$ cat config.mk
export PLATFORM = sky130hd
export DESIGN_NAME = mmio_read_responder
export DESIGN_NICKNAME = d
export VERILOG_FILES = /design/src/rtl/mmio_rd_pkg.sv /design/src/rtl/mmio_req_fifo.sv /design/src/rtl/mmio_read_responder.sv
export SDC_FILE = /design/constraint.sdc
export NUM_CORES = 1
export LEC_CHECK = 0
export BUFFER_PORTS_ARGS = -buffer_cell sky130_fd_sc_hd__buf_4
export CORE_MARGIN = 8
export CORE_UTILIZATION = 50
export CTS_BUF_LIST = sky130_fd_sc_hd__clkbuf_16
export DETAILED_ROUTE_END_ITERATION = 8
export PLACE_DENSITY = 0.72
export SLEW_MARGIN = 20
export SYNTH_ARGS = -nofsm -noshare
export SYNTH_HDL_FRONTEND = slang
export SYNTH_SLANG_ARGS = --single-unit
$ cat constraint.sdc
create_clock -name user_clk -period 6.3 [get_ports user_clk]
set_input_delay 0.63 -clock user_clk [delete_from_list [all_inputs] [get_ports user_clk]]
set_output_delay 0.63 -clock user_clk [all_outputs]
set_load 0.03 [all_outputs]
$ cat src/rtl/mmio_rd_pkg.sv
// ---------------------------------------------------------------------------
// mmio_rd_pkg
// Shared definitions for the MMIO read responder slice:
//   - completion status codes written to cc_status
//   - largest completion payload in DWords
//   - FSM state encoding used by mmio_read_responder
//   - request word width helper used to size the request FIFO
// ---------------------------------------------------------------------------
package mmio_rd_pkg;

   // Completion status codes
   localparam logic [2:0] CPL_SC = 3'b000;
   localparam logic [2:0] CPL_UR = 3'b001;
   localparam logic [2:0] CPL_CA = 3'b100;

   // Largest payload one completion can carry
   localparam int MAX_CPL_DW = 4;

   // Request word without the address: id(16) + tag(8) + tc(3) + dword_count(11)
   localparam int REQ_META_W = 16 + 8 + 3 + 11;

   typedef enum logic [1:0] {
      ST_IDLE,
      ST_FETCH,
      ST_WAIT,
      ST_SEND
   } rd_state_e;

   // Address bits [1:0] are ignored, so only the DWord part is queued
   function automatic int reqWidth(input int addrW);
      return REQ_META_W + addrW - 2;
   endfunction

endpackage

$ cat src/rtl/mmio_req_fifo.sv
// ---------------------------------------------------------------------------
// mmio_req_fifo
// Synchronous request FIFO holding parsed MMIO read requests.
// Ports:
//   clk_i        clock
//   reset_i      synchronous active-high reset, empties the FIFO
//   push_i       write pushData_i (ignored when full)
//   pushData_i   request word
//   pop_i        advance read pointer (ignored when empty)
//   popData_o    head entry, valid while !empty_o
//   full_o       FIFO holds DEPTH entries
//   empty_o      FIFO holds no entries
//   fullNext_o   FIFO will be full after this cycle's push/pop
// ---------------------------------------------------------------------------
module mmio_req_fifo #(
   parameter int WIDTH = 56,
   parameter int DEPTH = 4
) (
   input  logic             clk_i,
   input  logic             reset_i,
   input  logic             push_i,
   input  logic [WIDTH-1:0] pushData_i,
   input  logic             pop_i,
   output logic [WIDTH-1:0] popData_o,
   output logic             full_o,
   output logic             empty_o,
   output logic             fullNext_o
);

   localparam int PTR_W = $clog2(DEPTH);
   localparam logic [PTR_W:0] FULL_CNT = (PTR_W+1)'(DEPTH);

   logic [WIDTH-1:0] mem_q [DEPTH];
   logic [PTR_W-1:0] wrPtr_q;
   logic [PTR_W-1:0] rdPtr_q;
   logic [PTR_W:0]   count_q;
   logic [PTR_W:0]   count_d;
   logic             doPush;
   logic             doPop;

   assign full_o    = (count_q == FULL_CNT);
   assign empty_o   = (count_q == '0);
   assign doPush    = push_i & ~full_o;
   assign doPop     = pop_i & ~empty_o;
   assign popData_o = mem_q[rdPtr_q];
   assign fullNext_o = (count_d == FULL_CNT);

   // Occupancy after this cycle; also feeds the registered ready upstream
   always_comb begin
      count_d = count_q;
      if (doPush && !doPop) begin
         count_d = count_q + 1'b1;
      end else if (doPop && !doPush) begin
         count_d = count_q - 1'b1;
      end
   end

   // Pointers and occupancy; reset discards everything queued
   always_ff @(posedge clk_i) begin
      if (reset_i) begin
         wrPtr_q <= '0;
         rdPtr_q <= '0;
         count_q <= '0;
      end else begin
         if (doPush) begin
            wrPtr_q <= wrPtr_q + 1'b1;
         end
         if (doPop) begin
            rdPtr_q <= rdPtr_q + 1'b1;
         end
         count_q <= count_d;
      end
   end

   // Storage array carries no reset; entries are only read while counted
   always_ff @(posedge clk_i) begin
      if (doPush) begin
         mem_q[wrPtr_q] <= pushData_i;
      end
   end

endmodule

$ cat src/rtl/mmio_read_responder.sv
// ---------------------------------------------------------------------------
// mmio_read_responder
// Queues parsed MMIO read requests, fetches up to 4 DWords per request from
// the user register file and returns one single-beat completion per request.
// Optional feature: define MMIO_RD_TIMEOUT_EN to add a per-DWord read timeout
// that completes the request with Completer Abort.
// Ports:
//   user_clk / user_reset        clock, synchronous active-high reset
//   req_*                        parsed read request (valid/ready handshake)
//   rd_en / rd_addr              one-cycle register read strobe and address
//   rd_valid / rd_data           read return, any latency >= 1 cycle
//   cc_*                         completion (valid/ready handshake, single beat)
// ---------------------------------------------------------------------------
module mmio_read_responder
   import mmio_rd_pkg::*;
#(
   parameter int ADDR_W     = 20,
   parameter int REG_BYTES  = 4096,
   parameter int REQ_DEPTH  = 4,
   parameter int RD_TIMEOUT = 64
) (
   input  logic              user_clk,
   input  logic              user_reset,
   input  logic              req_valid,
   output logic              req_ready,
   input  logic [15:0]       req_requester_id,
   input  logic [7:0]        req_tag,
   input  logic [2:0]        req_tc,
   input  logic [ADDR_W-1:0] req_addr,
   input  logic [10:0]       req_dword_count,
   output logic              rd_en,
   output logic [ADDR_W-1:0] rd_addr,
   input  logic              rd_valid,
   input  logic [31:0]       rd_data,
   output logic              cc_valid,
   input  logic              cc_ready,
   output logic [15:0]       cc_requester_id,
   output logic [7:0]        cc_tag,
   output logic [2:0]        cc_tc,
   output logic [6:0]        cc_lower_addr,
   output logic [10:0]       cc_dword_count,
   output logic [2:0]        cc_status,
   output logic [127:0]      cc_data,
   output logic              cc_last
);

   localparam int REQ_W = reqWidth(ADDR_W);
   localparam int AW3   = ADDR_W + 3;
   localparam logic [AW3-1:0] REG_LIMIT = AW3'(REG_BYTES);

   // Low address bits carry no meaning for DWord reads
   logic unusedAddrBits;
   assign unusedAddrBits = ^req_addr[1:0];

   logic             reqReady_q;
   logic             fifoPush;
   logic             fifoPop;
   logic [REQ_W-1:0] pushData;
   logic [REQ_W-1:0] popData;
   logic             fifoFull;
   logic             fifoEmpty;
   logic             fifoFullNext;

   logic [15:0]       popId;
   logic [7:0]        popTag;
   logic [2:0]        popTc;
   logic [ADDR_W-3:0] popAddrHi;
   logic [10:0]       popCount;
   logic [AW3-1:0]    popBase;
   logic [AW3-1:0]    popEnd;
   logic              popLegal;

   rd_state_e         state_q;
   logic [ADDR_W-1:0] addr_q;
   logic [2:0]        count_q;
   logic [2:0]        idx_q;
   logic [2:0]        idxInc;
   logic              freshRead;

   logic              rdEn_q;
   logic [ADDR_W-1:0] rdAddr_q;
   logic              ccValid_q;
   logic [15:0]       ccId_q;
   logic [7:0]        ccTag_q;
   logic [2:0]        ccTc_q;
   logic [6:0]        ccLower_q;
   logic [10:0]       ccCount_q;
   logic [2:0]        ccStatus_q;
   logic [127:0]      data_q;

   assign pushData = {req_requester_id, req_tag, req_tc, req_addr[ADDR_W-1:2], req_dword_count};
   assign fifoPush = req_valid & reqReady_q;
   assign fifoPop  = (state_q == ST_IDLE) & ~fifoEmpty;

   mmio_req_fifo #(
      .WIDTH (REQ_W),
      .DEPTH (REQ_DEPTH)
   ) uReqFifo (
      .clk_i      (user_clk),
      .reset_i    (user_reset),
      .push_i     (fifoPush),
      .pushData_i (pushData),
      .pop_i      (fifoPop),
      .popData_o  (popData),
      .full_o     (fifoFull),
      .empty_o    (fifoEmpty),
      .fullNext_o (fifoFullNext)
   );

   assign {popId, popTag, popTc, popAddrHi, popCount} = popData;

   // Range check is done three bits wider than the address so a huge
   // dword_count or an address near the top can never wrap into range
   assign popBase  = {3'b000, popAddrHi, 2'b00};
   assign popEnd   = popBase + AW3'({popCount, 2'b00});
   assign popLegal = (popCount != 11'd0) && (popCount <= 11'(MAX_CPL_DW)) && (popEnd <= REG_LIMIT);

   assign idxInc = idx_q + 3'd1;

   // Ready is the registered inverse of the FIFO's next-cycle full flag,
   // so a push accepted this cycle can never overflow
   always_ff @(posedge user_clk) begin
      if (user_reset) begin
         reqReady_q <= 1'b0;
      end else begin
         reqReady_q <= ~fifoFullNext;
      end
   end

`ifdef MMIO_RD_TIMEOUT_EN
   localparam int TMR_W = $clog2(RD_TIMEOUT + 1);
   localparam logic [TMR_W-1:0] TMR_LAST = TMR_W'(RD_TIMEOUT - 1);

   logic [TMR_W-1:0] timer_q;
   logic [2:0]       stale_q;
   logic             timeoutFire;

   // A read that timed out may still return later; stale_q counts those
   // owed returns so they are swallowed instead of landing in a later request
   assign freshRead   = (stale_q == 3'd0);
   assign timeoutFire = (state_q == ST_WAIT) && !(rd_valid && freshRead) && (timer_q == TMR_LAST);

   always_ff @(posedge user_clk) begin
      if (user_reset) begin
         stale_q <= 3'd0;
      end else begin
         case ({timeoutFire, rd_valid && !freshRead})
            2'b10:   stale_q <= (stale_q == 3'd7) ? stale_q : stale_q + 3'd1;
            2'b01:   stale_q <= stale_q - 3'd1;
            default: stale_q <= stale_q;
         endcase
      end
   end
`else
   assign freshRead = 1'b1;
`endif

   // Main control: pop one request, fetch its DWords one at a time, then
   // hold the completion until the formatter takes it
   always_ff @(posedge user_clk) begin
      if (user_reset) begin
         state_q    <= ST_IDLE;
         addr_q     <= '0;
         count_q    <= 3'd0;
         idx_q      <= 3'd0;
         rdEn_q     <= 1'b0;
         rdAddr_q   <= '0;
         ccValid_q  <= 1'b0;
         ccId_q     <= 16'd0;
         ccTag_q    <= 8'd0;
         ccTc_q     <= 3'd0;
         ccLower_q  <= 7'd0;
         ccCount_q  <= 11'd0;
         ccStatus_q <= CPL_SC;
         data_q     <= '0;
`ifdef MMIO_RD_TIMEOUT_EN
         timer_q    <= '0;
`endif
      end else begin
         rdEn_q <= 1'b0;
         case (state_q)
            ST_IDLE: begin
               if (!fifoEmpty) begin
                  ccId_q    <= popId;
                  ccTag_q   <= popTag;
                  ccTc_q    <= popTc;
                  ccLower_q <= {popAddrHi[4:0], 2'b00};
                  addr_q    <= {popAddrHi, 2'b00};
                  idx_q     <= 3'd0;
                  data_q    <= '0;
                  if (popLegal) begin
                     count_q    <= popCount[2:0];
                     ccCount_q  <= popCount;
                     ccStatus_q <= CPL_SC;
                     rdEn_q     <= 1'b1;
                     rdAddr_q   <= {popAddrHi, 2'b00};
                     state_q    <= ST_FETCH;
                  end else begin
                     count_q    <= 3'd0;
                     ccCount_q  <= 11'd0;
                     ccStatus_q <= CPL_UR;
                     ccValid_q  <= 1'b1;
                     state_q    <= ST_SEND;
                  end
               end
            end
            ST_FETCH: begin
`ifdef MMIO_RD_TIMEOUT_EN
               timer_q <= '0;
`endif
               state_q <= ST_WAIT;
            end
            ST_WAIT: begin
               if (rd_valid && freshRead) begin
                  data_q[{idx_q[1:0], 5'b00000} +: 32] <= rd_data;
                  idx_q <= idxInc;
                  if (idxInc == count_q) begin
                     ccValid_q <= 1'b1;
                     state_q   <= ST_SEND;
                  end else begin
                     rdEn_q   <= 1'b1;
                     rdAddr_q <= addr_q + ADDR_W'({idxInc, 2'b00});
                     state_q  <= ST_FETCH;
                  end
`ifdef MMIO_RD_TIMEOUT_EN
               end else if (timeoutFire) begin
                  ccStatus_q <= CPL_CA;
                  ccCount_q  <= 11'd0;
                  data_q     <= '0;
                  ccValid_q  <= 1'b1;
                  state_q    <= ST_SEND;
               end else begin
                  timer_q <= timer_q + 1'b1;
`endif
               end
            end
            ST_SEND: begin
               if (cc_ready) begin
                  ccValid_q <= 1'b0;
                  data_q    <= '0;
                  state_q   <= ST_IDLE;
               end
            end
            default: state_q <= ST_IDLE;
         endcase
      end
   end

   assign req_ready       = reqReady_q;
   assign rd_en           = rdEn_q;
   assign rd_addr         = rdAddr_q;
   assign cc_valid        = ccValid_q;
   assign cc_requester_id = ccId_q;
   assign cc_tag          = ccTag_q;
   assign cc_tc           = ccTc_q;
   assign cc_lower_addr   = ccLower_q;
   assign cc_dword_count  = ccCount_q;
   assign cc_status       = ccStatus_q;
   assign cc_data         = data_q;
   assign cc_last         = ccValid_q;

endmodule
== After elaboration in Yosys (flattened, before gate mapping) ==
Memories as Yosys holds them, arrays and structs flattened. A register that Yosys moved wholly into a read port is not among the register bits.
Cells that the tools add are included.
Word-level totals
  register bits: 230
  RAM bits: 224
  memories kept: 1
  logic and storage cells: 107
Operators by class
  eq/ne operators: 13
  reductions and logical operators: 17
  muxes and demuxes: 39
  add/subtract/negate cells: 8
  shift-type cells: 2
  magnitude comparators: 2
  bitwise operators: 7
Memories
  uReqFifo.mem_q: depth 4, bits a word 56, read ports 1, clocked after Yosys merged registers in 1, write ports 1, RTL line mmio_req_fifo.sv:33  | logic [WIDTH-1:0] mem_q [DEPTH];
Operator list (number)
  $mux W128: 3
  $pmux W128 S3: 1
  $bwmux W128: 1
  $shift A32 B9 Y128 const A: 1
  $shiftx A32 B9 Y128: 1
  $mux W20: 4
  $pmux W20 S2: 1
  $add A20 B13 Y21: 1
  $le A21 B13 Y1 const B: 1
  $add A20 B5 Y20: 1
  $mux W3: 5
  $mux W2: 7
  $ne A2 B2 Y1 const B: 7
  $mux W1: 12
  $le A11 B3 Y1 const B: 1
  $mux W11: 1
  $reduce_bool A11 Y1: 1
  $neg A7 Y9: 1
  $pmux W2 S4: 1
  $add A3 B1 Y3 const B: 2
  $eq A3 B3 Y1 const B: 2
  $pmux W3 S2: 1
  $reduce_and A3 Y1: 2
  $reduce_and A6 Y1: 1
  18 further kinds: 29

== Longest topological paths before layout ==
Gate-level depths: netlist of run 1.
  depth after elaboration: 9
  mapped depth: 17
  mapped depth without buffers: 12

== Modules after synthesis ==
Synthesis of run 1 repeated with hierarchy kept, for this count alone.
Second synthesis, totals
  cells, all modules: 1500
  area total of the unflattened synthesis: 17752.0 um2
Modules (own cells, without submodules)
  mmio_read_responder: area each 9110.0 um2, instances 1, cells an instance 1142
  mmio_req_fifo: area each 8642.0 um2, instances 1, cells an instance 358

== Worst setup path after synthesis of run 1 ==
No wires, ideal clock.
  kind: reg-to-reg
  from: register (tool-made name)
  to: register rdAddr_q[12] (netlist: rd_addr[12])
  clock period less this slack: 4629 ps
  setup time: 137 ps
  cell stages (with the launch flop): 18
  path slack: 1671 ps
  data required time: 6163 ps
  buffers on the path: 5
  arrival time: 4492 ps
  path through: dfxtp_1 -> buf_2 -> buf_1 -> clkbuf_1 -> mux4_2 -> ha_1 -> fa_1 -> a21o_1 -> a221o_1 -> a221o_1 -> a31oi_1 -> o2111ai_1 -> or3_4 -> o31a_1 -> buf_6 -> buf_6 -> o211ai_1 -> o41ai_2
RTL lines
  end signal: assignment: RTL line mmio_read_responder.sv:196  | rdAddr_q <= {popAddrHi, 2'b00};
  end signal: assignment: RTL line mmio_read_responder.sv:222  | rdAddr_q <= addr_q + ADDR_W'({idxInc, 2'b00});
  end: declaration: RTL line mmio_read_responder.sv:81  | logic [ADDR_W-1:0] rdAddr_q;

==> results of run 1 <==
report_power, final:
group	switching, mW	internal [mW]	total [mW]
sequential	0.224	3.44	3.66
combinational	2.35	1.08	3.43
clock	1.09	1.48	2.58
total	3.67	6.00	9.67
cells in the final DEF (no fill, tap or decap), types with 4 or more instances in the layout:
cell type / n
and3_1: 15
conb_1: 6
mux4_1: 13
o211ai_1: 14
inv_1: 28
o41ai_2: 5
a21o_1: 5
nor3_1: 7
a21oi_1: 199
mux2i_1: 7
o21ai_0: 24
o21a_1: 4
clkinv_1: 11
dfxtp_1: 218
xor2_1: 15
nor2_1: 29
and2_2: 4
xnor2_1: 12
buf_4: 307
or3_1: 6
nand3_1: 148
a311oi_1: 5
clkbuf_16: 49
clkinv_2: 9
nand2_1: 256
ha_1: 30
edfxtp_1: 224
mux4_2: 43
o21ai_2: 4
o41ai_1: 8
worst max-delay path by stage:
| stage | slack (ns) | to |
|---|---|---|
| 6_report | 1.48 | state_q[1] |
| 5_1_grt | 1.18 | rd_addr[19] |
| 4_1_cts | 1.36 | rd_addr[12] |
| 3_5_place_dp | 1.41 | rd_addr[12] |
| 3_3_place_gp | 1.45 | rd_addr[14] |
| 2_1_floorplan | 1.67 | rd_addr[12] |
registers in the layout, indices dropped and copies added, names as in the netlist, 3 cells and up, named ones only:
register	cells
uReqFifo.mem_q	224
cc_data	128
idx_q	3
cc_tc	3
cc_dword_count	9
cc_tag	8
cc_lower_addr	4
cc_requester_id	16
uReqFifo.count_q	3
rd_addr	18
addr_q	14
per-layer routing:
layer | global-route usage (%) | vias up
met5 | 0 | -
met4 | 6.25 | 0
met3 | 5.75 | 79
met2 | 34.4 | 583
met1 | 27.4 | 6077
li1 | - | 5921
cell type report:
| cell class | count | area, um2 | share of cell area (%) |
|---|---|---|---|
| multi-input combinational | 915 | 6040 | 28.0 |
| sequential | 444 | 11100 | 51.6 |
| antenna | 1 | 2.50 | 0.0116 |
| tap | 461 | 577 | 2.67 |
| inverter | 19 | 71.3 | 0.330 |
| clock inverter | 36 | 220 | 1.02 |
| timing repair buffer | 308 | 2320 | 10.7 |
| clock buffer | 49 | 1230 | 5.68 |
logic make-up after synthesis:
kind of cell	Yosys count	share of synthesized area [%]
flops	444	62.9
other cells	1	0.0212
simple gates	489	12.3
fa+ha+maj	32	2.35
buf+inv	131	3.31
mux	63	7.80
compound gates	298	9.94
xor+xnor	27	1.34
worst reg2reg max path, stage by stage (launching register included):
cell       delay [ns]
dfxtp_4          0.64
mux4_2           0.66
ha_1             0.26
fa_1             0.40
a21o_1           0.20
a221oi_1         0.46
nor3_1           0.09
a31oi_1          0.20
o2111ai_1        0.19
o41a_1           0.51
nor3b_1          0.72
a221o_1          0.28
a21oi_1          0.06
==> flow_metrics.py, run 1 <==
metrics = {
    "grt": {
        "overflow": 0,
        "antenna_found_initial": 0,
        "grt_max_degree": 110,
        "grt_first_pass_wirelength_um": 70100,
        "globalRouteTotalUtil_pct": 21.2,
        "first_global_vias": 12500,
    },
    "detailed_routing": {
        "detailroute.via_count": 12700,
        "wl_met3_um": 4800,
        "wl_met1_um": 18600,
        "drtAntennaViolNets": 0,
        "vias_per_cell": 5.67,
        "drt_pass1_iterations": 5,
        "top_layer": "met4",
        "wire_per_inst_um": 20.5,
        "drc": 0,
        "wl_met2_um": 21400,
        "routed_wl_um": 45800,
        "drtIter0Drc": 843,
    },
    "clock_network": {
        "root_buffer": "clkbuf_16",
        "insertion_delay_ns": 0.55,
        "clockBufferDepth": 3,
        "clock-sinks": 444,
        "numCtsBuffers": 47,
        "postCtsSetupBuffers": 0,
        "cts_tree": "built",
        "htreeDepth": 2,
        "clkTransAtPathRegs_ns": 0.06,
        "cts_hold_buf": 0,
        "cts_resized": 0,
    },
    "die": {
        "die_area_um2": 41700,
        "rows": 69,
        "initial_core_util_pct": 50.2,
        "die_y_um": 204,
        "core_um2": 35200,
        "die_w_um": 204,
        "pin_count": 295,
    },
    "synth": {
        "synth_most_common_cell": "nand2_1",
        "synth_warnings": 0,
        "synth-edff-count": 224,
        "synth_seq_cells": 444,
        "ys.flop_type": "edfxtp_1",
        "synthTopCellsByCount": "nand2_1 (257), edfxtp_1 (224), dfxtp_1 (220)",
        "avgSynthCellArea_um2": 11.9,
        "yosysSeqAreaShare_pct": 62.9,
        "yosys.area.top_type": "edfxtp_1",
        "synth_area_um2": 17700,
        "synth_top_cell_area_share_pct": 38.0,
        "synth.top_cells.by_area": "edfxtp_1 (38%), dfxtp_1 (25%), a21oi_1 (5.7%)",
        "postSynthCellCount": 1485,
        "ys_types": 60,
        "synthArstFlopShare_pct": 0,
    },
    "outcome": {
        "status": "finished, final reports clean",
    },
    "hold_path": {
        "hold_path_depth": 1,
        "hold-path-endpoint": "uReqFifo.mem_q[2][43]",
        "hold_start": "req_requester_id[3]",
        "holdCritPathClass": "input port to flip-flop",
    },
    "placement": {
        "hpwl_um": 29700,
        "port_buffers": 286,
        "gp_congestion": 0.863,
        "place.detailed.instances": 2147,
        "place_area_um2": 20100,
        "post-place-ws_ns": 1.41,
    },
    "timing": {
        "fin_hold_ws_ns": 0.280,
        "rsz0062_at_grt": "false",
        "hold_viol": 0,
        "fin_tns_setup_ns": 0,
        "finalMaxSlewViolations": 0,
        "timing.final.crit_share_pct": 76.6,
        "tightest_slew_ns": 1.10,
        "fmax_ghz": 0.207,
        "setup_ws_ns": 1.48,
        "min_period_ns": 4.82,
        "finalSetupViolCount": 0,
        "fin_skew_ns": 0.0182,
        "relSlewSlack_pct": 26.7,
    },
    "worst_setup_path": {
        "reg2reg_to": "state_q[1]",
        "start_kind": "flip-flop",
        "crit_arrival_ns": 5.22,
        "path_buf_inv": 0,
        "path_cells": "mux4_2 > ha_1 > fa_1 > a21o_1 > a221oi_1 > nor3_1 > a31oi_1 > o2111ai_1 > o41a_1 > nor3b_1 > a221o_1 > a21oi_1",
        "reg2reg_depth": 12,
        "end_kind": "flip-flop",
        "crit_family": "compound AO/OA/AOI/OAI gates",
        "r2r_setup_slack_ns": 1.48,
        "crit_path_max_incr_delay_ns": 0.72,
        "crit_slowest_cell": "nor3b_1",
        "path_max_fanout": 25,
        "cp.required_ns": 6.69,
        "critical_path_class": "flip-flop to flip-flop",
        "cp_num_cells": 12,
    },
    "cells_and_area": {
        "n_fill_cell": 2746,
        "synthToLayoutAreaGrowth_pct": 22.1,
        "design_area_um2": 21600,
        "final_core_util_pct": 61.3,
        "nets": 1862,
        "stdcell_count": 2233,
        "drive_gt1_share_pct": 25.2,
    },
    "flow_run": {
        "drv_cap": 0,
    },
    "pwr": {
        "fin_total_pwr_mw": 9.67,
        "peakVddDrop_mv": 0.352,
        "p_per_area_nw_per_um2": 448,
        "leakage_nw": 7.88,
    },
}
No activity file was read; power rests on OpenSTA's default activity.
==> inputs of run 2 (changes only) <==
==> constraint.sdc (replaced) <==
create_clock -name user_clk -period 4.5 [get_ports user_clk]
set_input_delay 0.45 -clock user_clk [delete_from_list [all_inputs] [get_ports user_clk]]
set_output_delay 0.45 -clock user_clk [all_outputs]
set_load 0.03 [all_outputs]
==> run 2 against run 1 <==
Register-to-register slack got worse by 1.3 ns. Global-route usage rose by 0.20 points. First-iteration DRC count fell by 1.5%. Clock power rose by 31%. Fmax rose by 12%. Final cell count rose by 0.58%. Critical path type unchanged. Critical endpoint is now rd_addr[8].
==> flow_metrics.py, run 2 (synthesis gave the netlist of run 1 again) <==
metrics = {
    "outcome": {
        "status": "finished, final reports clean",
    },
    "die": {
        "die_w_um": 204,
        "pin_count": 295,
        "initial_core_util_pct": 50.2,
        "die_area_um2": 41700,
        "core_um2": 35200,
        "rows": 69,
        "die_y_um": 204,
    },
    "grt": {
        "globalRouteTotalUtil_pct": 21.4,
        "antenna_found_initial": 0,
        "overflow": 0,
        "first_global_vias": 12600,
        "grt_max_degree": 92,
        "grt_first_pass_wirelength_um": 70900,
    },
    "detailed_routing": {
        "routed_wl_um": 46000,
        "wire_per_inst_um": 20.5,
        "drtIter0Drc": 830,
        "drtAntennaViolNets": 0,
        "detailroute.via_count": 12700,
        "drt_pass1_iterations": 5,
        "drc": 0,
        "vias_per_cell": 5.67,
    },
    "pwr": {
        "leakage_nw": 7.94,
        "peakVddDrop_mv": 0.466,
        "p_per_area_nw_per_um2": 622,
    },
    "worst_setup_path": {
        "crit_family": "compound AO/OA/AOI/OAI gates",
        "cp_num_cells": 13,
        "crit_arrival_ns": 4.71,
        "r2r_setup_slack_ns": 0.19,
        "path_max_fanout": 28,
        "cp.required_ns": 4.90,
        "crit_path_max_incr_delay_ns": 0.57,
        "reg2reg_depth": 13,
        "crit_slowest_cell": "mux4_2",
        "path_cells": "mux4_2 > ha_1 > fa_1 > a21o_1 > a221o_1 > a221o_1 > a31oi_1 > o2111ai_1 > or3_4 > o31a_1 > buf_12 > o211ai_1 > o41ai_1",
        "end_kind": "flip-flop",
        "reg2reg_to": "rd_addr[8]",
        "critical_path_class": "flip-flop to flip-flop",
        "cp_common_cell": "a221o_1",
        "start_kind": "flip-flop",
        "path_buf_inv": 1,
    },
    "placement": {
        "gp_congestion": 0.904,
        "hpwl_um": 30900,
        "port_buffers": 286,
        "post-place-ws_ns": 0.153,
    },
    "timing": {
        "fin_tns_setup_ns": 0,
        "finalMaxSlewViolations": 0,
        "finalSetupViolCount": 0,
        "fin_skew_ns": 0.0202,
        "min_period_ns": 4.31,
        "relSlewSlack_pct": 31.1,
        "hold_viol": 0,
        "fmax_ghz": 0.232,
        "rsz0062_at_grt": "false",
        "setup_ws_ns": 0.188,
        "timing.final.crit_share_pct": 95.8,
        "tightest_slew_ns": 1.03,
    },
    "cells_and_area": {
        "drive_gt1_share_pct": 25.5,
        "nets": 1878,
        "final_common_cell": "buf_4",
        "largest_reg_flops": 224,
        "max_flop_register": "uReqFifo.mem_q",
        "layout_common_cells": "buf_4 (321), nand2_1 (256), edfxtp_1 (224)",
        "n_antenna_cell": 0,
        "synthToLayoutAreaGrowth_pct": 22.5,
    },
    "clock_network": {
        "clockBufferDepth": 3,
        "htreeDepth": 2,
        "clkTransAtPathRegs_ns": 0.06,
        "cts_hold_buf": 0,
        "numCtsBuffers": 45,
        "cts_tree": "built",
        "root_buffer": "clkbuf_16",
        "clock-sinks": 444,
        "insertion_delay_ns": 0.56,
    },
    "hold_path": {
        "holdCritPathClass": "input port to flip-flop",
        "hold_path_depth": 1,
        "hold_start": "req_requester_id[2]",
        "hold-path-endpoint": "uReqFifo.mem_q[2][42]",
    },
    "flow_run": {
        "drv_cap": 0,
    },
}
==> run 2: where the power goes <==
| part | internal (mW) | total [mW] | switching (mW) | leakage, nW |
|---|---|---|---|---|
| combinational | 1.62 | 5.00 | 3.38 | 3.41 |
| sequential | 4.81 | 5.09 | 0.277 | 3.82 |
| clock | 1.87 | 3.38 | 1.51 | 0.706 |
==> run 2: area by class of cell <==
class	count	area [um2]
Clock inverter	36	204
Timing Repair Buffer	326	2500
Clock buffer	45	1130
Sequential cell	444	11100
Multi-Input combinational cell	915	6050
Tap cell	461	577
Fill cell	2775	13600
Inverter	19	71.3
==> run 2: worst max-delay path by stage <==
stage                    from           to
floorplan           flip-flop  rd_addr[12]
global placement    flip-flop  rd_addr[12]
detailed placement  flip-flop  rd_addr[18]
CTS                 flip-flop  rd_addr[18]
global route        flip-flop   rd_addr[8]
finish              flip-flop   rd_addr[8]
==> run 2: through the flow <==
| step | cell area (um2) | utilization (%) | hold WS, ns | instances | power (mW) |
|---|---|---|---|---|---|
| 2_1_floorplan | 17700 | - | 0.448 | 1490 | 8.44 |
| 4_1_cts | 21600 | 61.4 | 0.0634 | 2241 | 13.5 |
| 5_1_grt | 21700 | 61.5 | 0.0637 | 2246 | 14.2 |
| 3_3_place_gp | 20300 | 57.6 | 0.439 | 2160 | 10.0 |
| 3_5_place_dp | 20300 | 57.6 | 0.444 | 2160 | 10.1 |
| 6_report | 21700 | 61.5 | 0.0883 | 2246 | 13.5 |
==> run 2: per-layer routing <==
layer	share of wire, %	GRT usage, %	up-vias	wire length (um)
li1	-	-	5956	-
met1	42	27.9	6140	19200
met2	46	34.1	552	21100
met3	9.9	5.88	83	4570
met4	2.6	7.25	0	1200
met5	0	0	-	0
==> run 2: what timing repair did <==
item	CTS	global route
endpoints found under the hold margin	0	0
gates resized for setup	0	6
setup buffers	0	5
endpoints found under the setup margin	0	15
==> inputs of run 3 (changes only) <==
--- a/config.mk
+++ b/config.mk
@@ -11,7 +11,8 @@
 export CTS_BUF_LIST = sky130_fd_sc_hd__clkbuf_16
 export DETAILED_ROUTE_END_ITERATION = 8
 export PLACE_DENSITY = 0.72
-export SLEW_MARGIN = 20
+export RECOVER_POWER = 50
 export SYNTH_ARGS = -nofsm -noshare
 export SYNTH_HDL_FRONTEND = slang
+export SYNTH_HIERARCHICAL = 1
 export SYNTH_SLANG_ARGS = --single-unit
==> run 3 against run 2 <==
Final area is 3.9% lower. Final cell count grew 0.67%. Sequential share of layout area is 2.1 points higher. Clock-buffer cell count unchanged. Non-clock buffer count decreased by 3. Utilization is 2.4 points lower. Sequential cell count is the same. Via count increased by 1.0%. Fmax increased by 1.4%. Synthesized cell count rose by 0.94%. Wire length is 1.7% higher. Power fell by 8.5%.
==> flow_metrics.py, run 3 <==
metrics = {
    "pwr": {
        "power_switching_mw": 4.57,
        "p_clk_share_pct": 29.1,
        "combPwrFrac_pct": 31.9,
        "sequentialPowerShare_pct": 39.0,
        "internal_power_mw": 7.76,
        "leakage_nw": 6.78,
        "peakVddDrop_mv": 0.391,
        "p_sw_share_pct": 37.0,
        "p_per_area_nw_per_um2": 592,
    },
    "grt": {
        "grt_use_met3_pct": 6.67,
        "grtUsageMet1_pct": 28.1,
        "overflow": 0,
        "grtUsageMet2_pct": 34.6,
        "busiest_layer": "met2",
        "grt_max_degree": 85,
        "grt_first_pass_wirelength_um": 71700,
        "globalRouteTotalUtil_pct": 21.6,
        "antenna_found_initial": 8,
        "first_global_vias": 12500,
    },
    "worst_setup_path": {
        "critical_path_class": "flip-flop to flip-flop",
        "end_kind": "flip-flop",
        "cp.required_ns": 4.99,
        "path_buf_inv": 2,
        "start_kind": "flip-flop",
        "cp_num_cells": 13,
        "path_cells": "buf_6 > mux4_2 > ha_1 > a21o_1 > a31o_2 > o21ai_1 > o31a_1 > or4b_1 > o311a_2 > o41ai_4 > buf_12 > a21oi_1 > a311oi_1",
        "path_max_fanout": 21,
        "r2r_setup_slack_ns": 0.25,
        "crit_path_max_incr_delay_ns": 0.58,
        "reg2reg_depth": 13,
        "crit_slowest_cell": "mux4_2",
        "reg2reg_to": "rd_addr[2]",
        "crit_family": "compound AO/OA/AOI/OAI gates",
        "crit_arrival_ns": 4.74,
    },
    "timing": {
        "setup_ws_ns": 0.245,
        "min_period_ns": 4.25,
        "relSlewSlack_pct": 15.5,
        "timing.final.crit_share_pct": 94.5,
        "finalSetupViolCount": 0,
        "fin_tns_setup_ns": 0,
        "fin_skew_ns": 0.0169,
        "tightest_slew_ns": 1.26,
        "finalMaxSlewViolations": 0,
        "hold_viol": 0,
        "fmax_ghz": 0.235,
        "rsz0062_at_grt": "false",
    },
    "detailed_routing": {
        "drc": 0,
        "detailroute.via_count": 12900,
        "drtIter0Drc": 744,
        "drt_pass1_iterations": 6,
        "wire_per_inst_um": 20.7,
        "drtAntennaViolNets": 0,
        "vias_per_cell": 5.69,
        "routed_wl_um": 46800,
    },
    "die": {
        "pin_count": 295,
        "die_w_um": 204,
        "die_area_um2": 41800,
        "die_y_um": 204,
        "initial_core_util_pct": 50.4,
        "rows": 69,
        "core_um2": 35200,
    },
    "outcome": {
        "status": "finished, final reports clean",
    },
    "clock_network": {
        "htreeDepth": 2,
        "numCtsBuffers": 45,
        "cts_tree": "built",
        "clockBufferDepth": 3,
        "clock-sinks": 444,
        "clkTransAtPathRegs_ns": 0.06,
        "insertion_delay_ns": 0.57,
        "root_buffer": "clkbuf_16",
        "postCtsSetupBuffers": 0,
    },
    "hold_path": {
        "hold_start": "req_addr[14]",
        "hold-path-endpoint": "uReqFifo/mem_q[0][23]",
        "holdCritPathClass": "input port to flip-flop",
        "hold_path_depth": 1,
    },
    "placement": {
        "gp_congestion": 0.882,
        "place_area_um2": 20300,
        "post-place-ws_ns": 0.190,
        "hpwl_um": 31300,
        "port_buffers": 286,
    },
    "synth": {
        "avgSynthCellArea_um2": 11.8,
        "synth_area_um2": 17700,
        "postSynthCellCount": 1499,
        "synth_warnings": 6,
    },
    "cells_and_area": {
        "n_fill_cell": 3050,
        "layout_common_cells": "nand2_1 (254), clkbuf_1 (250), edfxtp_1 (224)",
        "synthToLayoutAreaGrowth_pct": 17.3,
        "design_area_um2": 20800,
        "largest_reg_flops": 224,
        "nets": 1889,
        "final_common_cell": "nand2_1",
        "max_flop_register": "uReqFifo/mem_q",
        "drive_gt1_share_pct": 12.7,
    },
    "flow_run": {
        "drv_cap": 0,
    },
}
[run 3: cell type report]
type	instances	area, um2	share of cell area (%)
multi-input combinational	925	6070	29.2
antenna	2	5.00	0.0240
timing repair buffer	323	1520	7.32
sequential	444	11100	53.5
clock inverter	38	292	1.40
tap	461	577	2.77
clock buffer	45	1130	5.41
inverter	23	87.6	0.421
[run 3: routing by layer]
layer / vias up / routed length (um)
met5: - / 69
met4: 10 / 1030
met3: 82 / 4770
met2: 576 / 21600
met1: 6201 / 19300
li1: 5993 / -
[run 3: per-stage QoR]
| stage | hold WS (ns) | instances | total power, mW | util [%] |
|---|---|---|---|---|
| floorplan | 0.449 | 1504 | 7.63 | - |
| global placement | 0.438 | 2176 | 8.88 | 57.7 |
| detailed placement | 0.445 | 2176 | 8.95 | 57.7 |
| CTS | 0.0320 | 2259 | 12.5 | 61.7 |
| global route | 0.108 | 2259 | 12.9 | 59.1 |
| finish | 0.129 | 2261 | 12.3 | 59.1 |
[run 3: power by group through the flow]
| stage | Clock, mW | Sequential, mW | Combinational [mW] |
|---|---|---|---|
| finish | 3.58 | 4.81 | 3.93 |
| global route | 3.81 | 4.85 | 4.25 |
| CTS | 3.65 | 4.82 | 4.07 |
| detailed placement | 0 | 4.90 | 4.05 |
| global placement | 0 | 4.89 | 3.99 |
| floorplan | 0 | 5.12 | 2.51 |
[run 3: worst max path at each step]
stage / endpoint / from / slack (ns)
3_5_place_dp: rd_addr[2] / flip-flop / 0.19
4_1_cts: rd_addr[2] / flip-flop / 0.09
6_report: rd_addr[2] / flip-flop / 0.25
3_3_place_gp: rd_addr[2] / flip-flop / 0.26
5_1_grt: rd_addr[2] / flip-flop / 0.04
2_1_floorplan: rd_addr[12] / flip-flop / 0.23
[run 3: what timing repair did]
action                                  4_1_cts  5_1_grt
hold endpoints to repair                      0        0
resized for setup                             0        5
hold buffers                                  0        0
endpoints found under the setup margin        0       24
